`config.mk`:
```
export PLATFORM = sky130hd
export DESIGN_NAME = alu_insn_sequencer
export DESIGN_NICKNAME = d
export VERILOG_FILES = /design/src/rtl/rv32i_pkg.sv /design/src/rtl/alu_insn_field_decode.sv /design/src/rtl/alu_insn_sequencer.sv
export SDC_FILE = /design/constraint.sdc
export NUM_CORES = 1
export LEC_CHECK = 0
export ABC_CLOCK_PERIOD_IN_PS = 2550
export BUFFER_PORTS_ARGS = -buffer_cell sky130_fd_sc_hd__buf_2
export CORE_ASPECT_RATIO = 0.7
export CORE_UTILIZATION = 30
export DETAILED_ROUTE_END_ITERATION = 16
export HOLD_SLACK_MARGIN = 0.1
export PLACE_DENSITY = 0.55
export SLEW_MARGIN = 20
export SYNTH_ARGS = -nofsm -noshare
export SYNTH_HDL_FRONTEND = slang
export SYNTH_SLANG_ARGS = --single-unit
```
`constraint.sdc`:
```
create_clock -name CLK -period 2.55 [get_ports CLK]
set_input_delay 0.255 -clock CLK [delete_from_list [all_inputs] [get_ports CLK]]
set_output_delay 0.255 -clock CLK [all_outputs]
set_load 0.01 [all_outputs]
```
`src/rtl/rv32i_pkg.sv`:
```
// Shared RV32I encodings and the sequencer state type for the ALU
// instruction sequencer and its field decoder.
package rv32i_pkg;

    localparam logic [6:0] OPC_OP     = 7'b0110011;
    localparam logic [6:0] OPC_OP_IMM = 7'b0010011;

    localparam logic [2:0] F3_ADD_SUB = 3'b000;
    localparam logic [2:0] F3_SLL     = 3'b001;
    localparam logic [2:0] F3_SLT     = 3'b010;
    localparam logic [2:0] F3_SLTU    = 3'b011;
    localparam logic [2:0] F3_XOR     = 3'b100;
    localparam logic [2:0] F3_SRL_SRA = 3'b101;
    localparam logic [2:0] F3_OR      = 3'b110;
    localparam logic [2:0] F3_AND     = 3'b111;

    localparam logic [6:0] F7_BASE = 7'b0000000;
    localparam logic [6:0] F7_ALT  = 7'b0100000;

    typedef enum logic [1:0] {
        ST_IDLE   = 2'd0,
        ST_DECODE = 2'd1,
        ST_EXEC   = 2'd2,
        ST_WB     = 2'd3
    } seq_state_t;

endpackage

```
`src/rtl/alu_insn_field_decode.sv`:
```
// Combinational field extraction and legality check for RV32I OP / OP-IMM
// instruction words.
module alu_insn_field_decode
    import rv32i_pkg::*;
#(
    parameter int XLEN = 32
) (
    input  logic [31:0]     insn,
    output logic [4:0]      rs1,
    output logic [4:0]      rs2,
    output logic [4:0]      rd,
    output logic [2:0]      alu_op,
    output logic            sub_sra,
    output logic            imm_sel,
    output logic [XLEN-1:0] imm,
    output logic            illegal
);

    logic [6:0] opcode;
    logic [6:0] funct7;
    logic [2:0] funct3;

    assign opcode = insn[6:0];
    assign rd     = insn[11:7];
    assign funct3 = insn[14:12];
    assign rs1    = insn[19:15];
    assign rs2    = insn[24:20];
    assign funct7 = insn[31:25];
    assign alu_op = funct3;
    assign imm    = {{(XLEN-12){insn[31]}}, insn[31:20]};

    // Operand select, SUB/SRA flag and legality from opcode, funct3 and funct7
    always_comb begin
        sub_sra = 1'b0;
        imm_sel = 1'b0;
        illegal = 1'b1;
        case (opcode)
            OPC_OP: begin
                illegal = !((funct7 == F7_BASE) ||
                            ((funct7 == F7_ALT) &&
                             ((funct3 == F3_ADD_SUB) || (funct3 == F3_SRL_SRA))));
                sub_sra = insn[30];
            end
            OPC_OP_IMM: begin
                imm_sel = 1'b1;
                case (funct3)
                    F3_SLL: illegal = (funct7 != F7_BASE);
                    F3_SRL_SRA: begin
                        illegal = !((funct7 == F7_BASE) || (funct7 == F7_ALT));
                        sub_sra = insn[30];
                    end
                    default: illegal = 1'b0;
                endcase
            end
            default: illegal = 1'b1;
        endcase
    end

endmodule

```
`src/rtl/alu_insn_sequencer.sv`:
```
// Multi-cycle control sequencer for RV32I OP / OP-IMM instructions:
// accepts one word, decodes it, stalls EXEC_CYCLES in execute, retires in WB.
//
// state  | meaning
// IDLE   | ready for a new instruction word
// DECODE | latched word is decoded; illegal words return to IDLE here
// EXEC   | execute stall, exec_cnt counts down to 1
// WB     | retire: done / rd_we pulse, retired counter advances
//
// All pulses are registered, so illegal is seen in the cycle after DECODE
// (together with insn_ready returning), and done / rd_we are seen during WB.
module alu_insn_sequencer
    import rv32i_pkg::*;
#(
    parameter int XLEN        = 32,
    parameter int EXEC_CYCLES = 1,
    parameter int RETIRE_W    = 16
) (
    input  logic                CLK,
    input  logic                RST_N,
    input  logic                insn_valid,
    output logic                insn_ready,
    input  logic [31:0]         INSN,
    output logic [4:0]          rs1,
    output logic [4:0]          rs2,
    output logic [4:0]          rd,
    output logic [2:0]          alu_op,
    output logic                sub_sra,
    output logic                imm_sel,
    output logic [XLEN-1:0]     imm,
    output logic                addr_sel,
    output logic                pc_next_sel,
    output logic                pc_alu_sel,
    output logic                mem_we,
    output logic                rd_we,
    output logic                done,
    output logic                illegal,
    output logic [RETIRE_W-1:0] retired
);

    localparam int CNT_W = (EXEC_CYCLES > 1) ? $clog2(EXEC_CYCLES + 1) : 1;

    seq_state_t      state;
    logic [31:0]     insn_q;
    logic [CNT_W-1:0] exec_cnt;

    logic [4:0]      d_rs1;
    logic [4:0]      d_rs2;
    logic [4:0]      d_rd;
    logic [2:0]      d_alu_op;
    logic            d_sub_sra;
    logic            d_imm_sel;
    logic [XLEN-1:0] d_imm;
    logic            d_illegal;

    alu_insn_field_decode #(.XLEN(XLEN)) u_field_decode (
        .insn    (insn_q),
        .rs1     (d_rs1),
        .rs2     (d_rs2),
        .rd      (d_rd),
        .alu_op  (d_alu_op),
        .sub_sra (d_sub_sra),
        .imm_sel (d_imm_sel),
        .imm     (d_imm),
        .illegal (d_illegal)
    );

    // This instruction class never touches memory or the PC path.
    assign addr_sel    = 1'b0;
    assign pc_next_sel = 1'b0;
    assign pc_alu_sel  = 1'b0;
    assign mem_we      = 1'b0;

    // Sequencer FSM with registered control outputs, pulses and retire counter
    always_ff @(posedge CLK or negedge RST_N) begin
        if (!RST_N) begin
            state      <= ST_IDLE;
            insn_q     <= '0;
            exec_cnt   <= '0;
            insn_ready <= 1'b1;
            rs1        <= '0;
            rs2        <= '0;
            rd         <= '0;
            alu_op     <= '0;
            sub_sra    <= 1'b0;
            imm_sel    <= 1'b0;
            imm        <= '0;
            rd_we      <= 1'b0;
            done       <= 1'b0;
            illegal    <= 1'b0;
            retired    <= '0;
        end else begin
            rd_we   <= 1'b0;
            done    <= 1'b0;
            illegal <= 1'b0;
            case (state)
                ST_IDLE: begin
                    if (insn_valid && insn_ready) begin
                        insn_q     <= INSN;
                        insn_ready <= 1'b0;
                        state      <= ST_DECODE;
                    end
                end
                ST_DECODE: begin
                    if (d_illegal) begin
                        illegal    <= 1'b1;
                        insn_ready <= 1'b1;
                        state      <= ST_IDLE;
                    end else begin
                        rs1      <= d_rs1;
                        rs2      <= d_rs2;
                        rd       <= d_rd;
                        alu_op   <= d_alu_op;
                        sub_sra  <= d_sub_sra;
                        imm_sel  <= d_imm_sel;
                        imm      <= d_imm;
                        exec_cnt <= CNT_W'(EXEC_CYCLES);
                        state    <= ST_EXEC;
                    end
                end
                ST_EXEC: begin
                    exec_cnt <= exec_cnt - CNT_W'(1);
                    if (exec_cnt == CNT_W'(1)) begin
                        done  <= 1'b1;
                        rd_we <= (rd != 5'd0);
                        state <= ST_WB;
                    end
                end
                ST_WB: begin
                    retired    <= retired + RETIRE_W'(1);
                    insn_ready <= 1'b1;
                    state      <= ST_IDLE;
                end
                default: begin
                    insn_ready <= 1'b1;
                    state      <= ST_IDLE;
                end
            endcase
        end
    end

endmodule
```
==> out/metrics.yaml, run 1 <==
p_comb_share_pct: 2.3
grt_pass1_vias: 2134
numCtsBuffers: 9
yosys_most_used_dff: "dfrtp_1"
ios: 111
cts_tree: "built"
hold_viol_final: 0
yosys_warnings: 0
crit_fanout: 29
port_buffers: 106
core_area_um2: 11200
wire_per_inst_um: 13.9
cp_data_required_time_ns: 2.76
muxShareOfSynthArea_pct: 20.0
p_seq_share_pct: 52.0
use_met2_pct: 18.0
synth_compound_area_share_pct: 1.47
vias: 2136
routed_wl_mm: 6.92
synth_cells: 255
clock_sinks: 82
postCtsSetupRepairBufs: 0
irDropWorstVdd_mv: 0.323
grt_busiest_layer: "met2"
ys_seq_area_share_pct: 58.7
grt_use_met3_pct: 5.60
worst_slew_pin_slew_ns: 0.508
rows: 32
nFillCells: 1089
slew_violations: 0
worstSetupStartpointType: "flip-flop"
worstPathArrival_ns: 2.72
synth_fa_ha_area_share_pct: 0.358
vias_per_cell: 4.29
dpl_cell_area_um2: 4010
clk_latency_ns: 0.33
syn_to_final_growth_pct: 22.3
power_switching_uw: 508
synth_xor_area_share_pct: 4.00
p_leak_nw: 2.42
dieWidth_um: 131
globalRouteMet1Util_pct: 16.5
syn_area_per_cell_um2: 13.7
dpl_worst_slack_ns: 0.0383
relSlewSlack_pct: 66.1
ant_nets: 0
drive_above_1_share_pct: 54.2
gp_congestion: 0.671
critPathKind: "flip-flop to flip-flop"
grt_max_degree: 46
setup_viol: 0
powerDensity_nw_per_um2: 585
synth_cell_types: 35
ys_ff_latch: 82
htree_levels: 3
grt.overflow.total: 0
grt_usage_pct: 12.4
antenna_cells: 0
clockBufferDepth: 2
hpwlAfterDp_mm: 4.94
status: "completed"
drt_iter0_drc: 45
p_sw_share_pct: 20.3
design.die.area_um2: 12100
setup_tns_ns: 0
die_h_um: 92.4
power.internal_mw: 2.00
clock_skew_ns: 0.00713
max_freq_ghz: 0.398
clk_pin_slew_ns: 0.06
drv_cap: 0
finalCritPeriodShare_pct: 98.6
min_period_ns: 2.51
root_buffer: "clkbuf_16"
synth_area_um2: 3500
worst_hold_path_type: "primary input to flip-flop"
finalWorstSetupSlack_ns: 0.0353
start_util_pct: 31.3
synth-edff-count: 0
yosys.area_share.simple_pct: 7.51
drt-pass1-iter-count: 3
ys_async_sr_fraction_pct: 100
fin_nets: 378
final_area_um2: 4280
total_power_mw: 2.50
ctsResizeCount: 0
drcViolationCount: 0
antenna_found_initial: 0
pwr-share-clk_pct: 45.7
cp-end-kind: "flip-flop"
grt_pass1_wl_mm: 11.2
synth_top_family_by_area: "multiplexers"
rsz0062_at_grt: "yes"
[stage by stage]
stage | std cells | utilization, % | hold WS, ns
final | 498 | 38.3 | 0.156
after global placement | 483 | 35.9 | 0.258
after global routing | 498 | 38.3 | 0.139
after CTS | 498 | 38.3 | 0.141
after floorplan | 258 | - | -0.0406
after detailed placement | 483 | 35.9 | 0.265
[layout make-up]
cell class	instances	area, µm²	area share, %
Sequential cell	82	2050	48.0
Multi-Input combinational cell	136	1190	27.7
Timing Repair Buffer	110	578	13.5
Clock buffer	11	243	5.67
Tap cell	153	191	4.47
Clock inverter	3	17.5	0.409
Inverter	3	11.3	0.263
[registers in the layout, indices dropped and copies added (netlist names), 3 cells and up, named ones only]
register	flops
retired	16
alu_op	3
rd	5
rs2	4
rs1	5
insn_q	32
imm	8
[cell families (layout without fill, tap and decap cells)]
group           Yosys count  after routing
xor+xnor                 16             16
buf+inv                  40            127
simple gates             47             47
mux                      60             60
fa+ha+maj                 1              1
compound gates            8              8
flops                    82             82
other cells               1              4
[metal layers]
metal / wire, µm / share of wire [%]
met4: 48 / 0.69
met2: 3110 / 45
met1: 3270 / 47
met3: 497 / 7.2
met5: 0 / 0
[worst paths after layout]
kind,from,endpoint,slack (ns),cells past startpoint
max,insn_q[27]$_DFFE_PN0P_,rd[2]$_DFFE_PN0P_,0.04,4
min,INSN[19],insn_q[19]$_DFFE_PN0P_,0.16,2
max reg2reg,insn_q[27]$_DFFE_PN0P_,rd[2]$_DFFE_PN0P_,0.04,4
min reg2reg,retired[15]$_DFFE_PN0P_,retired[15]$_DFFE_PN0P_,0.48,1
max in group asynchronous,RST_N,imm[5]$_DFFE_PN0P_,1.49,3
min in group asynchronous,RST_N,retired[13]$_DFFE_PN0P_,0.44,2
[cells in the mapped netlist (all sizes together), types with 2 or more instances]
library cell | number | area, µm²
nand2 | 9 | 33.8
or4 | 2 | 18.8
and3 | 2 | 12.5
mux2 | 59 | 691
nand3 | 6 | 30.0
xor2 | 4 | 35.0
and4 | 2 | 17.5
inv | 3 | 11.3
buf | 32 | 245
nand4 | 5 | 31.3
nand2b | 2 | 12.5
clkbuf | 5 | 18.8
nor3 | 2 | 10.0
o21ai | 2 | 10.0
or2 | 2 | 12.5
a21oi | 3 | 15.0
dfrtp | 81 | 2030
nor2b | 2 | 12.5
xnor2 | 12 | 105
nor3b | 2 | 15.0
nor2 | 7 | 26.3
and2 | 2 | 12.5
[power by group through the flow]
stage	Clock, mW	Combinational [mW]	Sequential (mW)
after floorplan	0	0.00811	1.33
after global placement	0	0.0599	1.32
after detailed placement	0	0.0603	1.32
after CTS	1.20	0.0620	1.30
after global routing	1.24	0.0689	1.30
final	1.14	0.0586	1.30
[repair_timing]
action / in CTS / in global routing
endpoints found under the hold margin: 36 / 0
hold buffers: 1 / 0
endpoints found under the setup margin: 0 / 4
[placed cells by master (no fill, tap or decap), types with 3 or more instances in the layout]
| cell | instances |
|---|---|
| buf_2 | 105 |
| dfrtp_1 | 81 |
| mux2_2 | 52 |
| xnor2_1 | 12 |
| nand2_1 | 9 |
| clkbuf_16 | 9 |
| nor2_1 | 7 |
| mux2_4 | 7 |
| nand3_1 | 6 |
| nand4_1 | 5 |
| xor2_1 | 4 |
| conb_1 | 4 |
| inv_1 | 3 |
| a21oi_1 | 3 |
| buf_4 | 3 |
[critical path: stages, from the launching register on]
cell,delay [ns]
dfrtp_1,0.39
or4_1,0.52
o32a_1,0.36
or4_4,0.74
mux2_4,0.38
Power figures use the tool's default switching activity.
==> run 2: changes to the inputs <==
--- a/config.mk
+++ b/config.mk
@@ -9,9 +9,11 @@
 export BUFFER_PORTS_ARGS = -buffer_cell sky130_fd_sc_hd__buf_2
 export CORE_ASPECT_RATIO = 0.7
 export CORE_UTILIZATION = 30
+export CTS_CLUSTER_DIAMETER = 100
 export DETAILED_ROUTE_END_ITERATION = 16
 export HOLD_SLACK_MARGIN = 0.1
 export PLACE_DENSITY = 0.55
+export SETUP_SLACK_MARGIN = 0.3
 export SLEW_MARGIN = 20
 export SYNTH_ARGS = -nofsm -noshare
 export SYNTH_HDL_FRONTEND = slang
==> run 2 against run 1 <==
Compared with the run above: combinational power is 4.9% lower; utilization is 0.32 points higher; global-route usage is 0.75 points higher; design area is 0.85% higher; highest routed layer unchanged.
==> out/metrics.yaml, run 2 (synthesis gave the netlist of run 1 again) <==
grt.overflow.total: 0  # unchanged
crit_chain: "or4_1 -> o32a_1 -> or4_4 -> mux2_4"  # unchanged
largest_reg_flops: 32  # unchanged
worst_slew_pin_slew_ns: 0.761  # was 0.508 ns
fin_nets: 381  # was 378
antenna_cells: 0  # unchanged
clockBufferDepth: 2  # unchanged
cts_tree: "built"  # unchanged
clk_pin_slew_ns: 0.06  # about the same
layout_common_cells: "buf_2, dfrtp_1, mux2_2"  # unchanged
drive_above_1_share_pct: 55.1  # was 54.2%
clock_sinks: 82  # unchanged
vias_per_cell: 4.34  # was 4.29
cp-end-kind: "flip-flop"  # unchanged
critPathKind: "flip-flop to flip-flop"  # unchanged
dieWidth_um: 131  # unchanged
hpwlAfterDp_mm: 4.67  # was 4.94 mm
irDropWorstVdd_mv: 0.350  # was 0.323 mV
syn_to_final_growth_pct: 23.4  # was 22.3%
min_period_ns: 2.31  # was 2.51 ns
crit_fanout: 8  # was 29
crit_buf_inv: 0  # unchanged
slew_violations: 0  # unchanged
grt_pass1_vias: 2167  # was 2134
reg_top3: "insn_q: 32 flops, retired: 16 flops, imm: 8 flops"  # unchanged
max_stage_delay_ns: 0.56  # was 0.74 ns
clk_latency_ns: 0.33  # about the same
start_util_pct: 31.3  # unchanged
core_area_um2: 11200  # unchanged
worst_hold_path_type: "primary input to flip-flop"  # unchanged
critPathTopFamily: "simple AND/OR/NAND/NOR gates"  # unchanged
max_freq_ghz: 0.433  # was 0.398 GHz
relSlewSlack_pct: 49.3  # was 66.1%
final_area_um2: 4320  # was 4280 µm²
vias: 2185  # was 2136
ant_nets: 0  # unchanged
dpl_cell_area_um2: 3980  # was 4010 µm²
status: "completed"  # unchanged
ios: 111  # unchanged
port_buffers: 106  # unchanged
hold_viol_final: 0  # unchanged
worstSetupStartpointType: "flip-flop"  # unchanged
grt_usage_pct: 13.1  # was 12.4%
powerDensity_nw_per_um2: 584  # was 585 nW/µm²
rsz0062_at_grt: "yes"  # unchanged
die_h_um: 92.4  # unchanged
drcViolationCount: 0  # unchanged
wire_per_inst_um: 14.3  # was 13.9 µm
reg2reg_slack_ns: 0.24  # was 0.04 ns
top_register: "insn_q"  # unchanged
rows: 32  # unchanged
slowest_stage: "or4_4"  # unchanged
drv_cap: 0  # unchanged
grt_pass1_wl_mm: 11.6  # was 11.2 mm
setup_viol: 0  # unchanged
gp_congestion: 0.709  # was 0.671
setup_tns_ns: 0  # unchanged
p_leak_nw: 2.43  # was 2.42 nW
clock_skew_ns: 0.00639  # was 0.00713 ns
root_buffer: "clkbuf_16"  # unchanged
routed_wl_mm: 7.18  # was 6.92 mm
worstPathArrival_ns: 2.52  # was 2.72 ns
grt_max_degree: 83  # was 46
design.die.area_um2: 12100  # unchanged
numCtsBuffers: 9  # unchanged
htree_levels: 3  # unchanged
cp_data_required_time_ns: 2.76  # about the same
finalCritPeriodShare_pct: 90.5  # was 98.6%
drt-pass1-iter-count: 4  # was 3
final_common_cell: "buf_2"  # unchanged
antenna_found_initial: 0  # unchanged
drt_iter0_drc: 51  # was 45
[run 2: path summary, 6_finish.rpt]
| kind | depth (start not counted) | startpoint | end |
|---|---|---|---|
| hold / removal | 2 | INSN[18] | insn_q[18]$_DFFE_PN0P_ |
| setup reg to reg | 4 | insn_q[28]$_DFFE_PN0P_ | rd[1]$_DFFE_PN0P_ |
| setup / recovery | 4 | insn_q[28]$_DFFE_PN0P_ | rd[1]$_DFFE_PN0P_ |
| min in group asynchronous | 2 | RST_N | retired[12]$_DFFE_PN0P_ |
| max in group asynchronous | 2 | RST_N | done$_DFF_PN0_ |
| hold reg to reg | 1 | retired[15]$_DFFE_PN0P_ | retired[15]$_DFFE_PN0P_ |
[run 2: layout make-up]
cell class,count,area [µm²]
multi-input cells,138,1210
well taps,153,191
clock inverters,7,46.3
repair buffers,111,577
flip-flops and latches,82,2050
clock buffers,9,225
fillers,1086,6850
inverters,3,11.3
[run 2: power breakdown]
| part | switching (mW) | leakage (nW) | internal [mW] |
|---|---|---|---|
| Sequential | 0 | 1.14 | 1.30 |
| Combinational | 0.0352 | 1.16 | 0.0205 |
| Clock | 0.511 | 0.127 | 0.655 |
[run 2: worst register-to-register path, cell delays in order (launching register included)]
cell,delay (ns)
dfrtp_1,0.37
or4_1,0.52
o32a_1,0.41
or4_4,0.56
mux2_4,0.33
[run 2: timing repair]
item | CTS | global route
endpoints found under the setup margin | 27 | 28
pin swaps | 3 | 2
resized for setup | 3 | 0
hold buffers | 0 | 1
endpoints found under the hold margin | 0 | 81
buffers inserted | 2 | 1
gates cloned | 2 | 0
[run 2: routing by layer]
layer	wire length, µm	track usage (%)
met4	96	5.17
met1	3380	17.9
met3	565	5.26
met2	3140	18.5
met5	0	0
[run 2: through the flow]
step	hold WS, ns	total power [mW]	instances	utilization, %	worst slack, ns
4_1_cts	0.137	2.57	501	38.5	0.123
3_3_place_gp	0.456	1.38	481	35.7	0.121
2_1_floorplan	-0.0406	1.33	258	-	0.210
6_report	0.151	2.52	503	38.7	0.241
5_1_grt	0.139	2.63	503	38.7	0.180
3_5_place_dp	0.462	1.38	481	35.7	0.0846
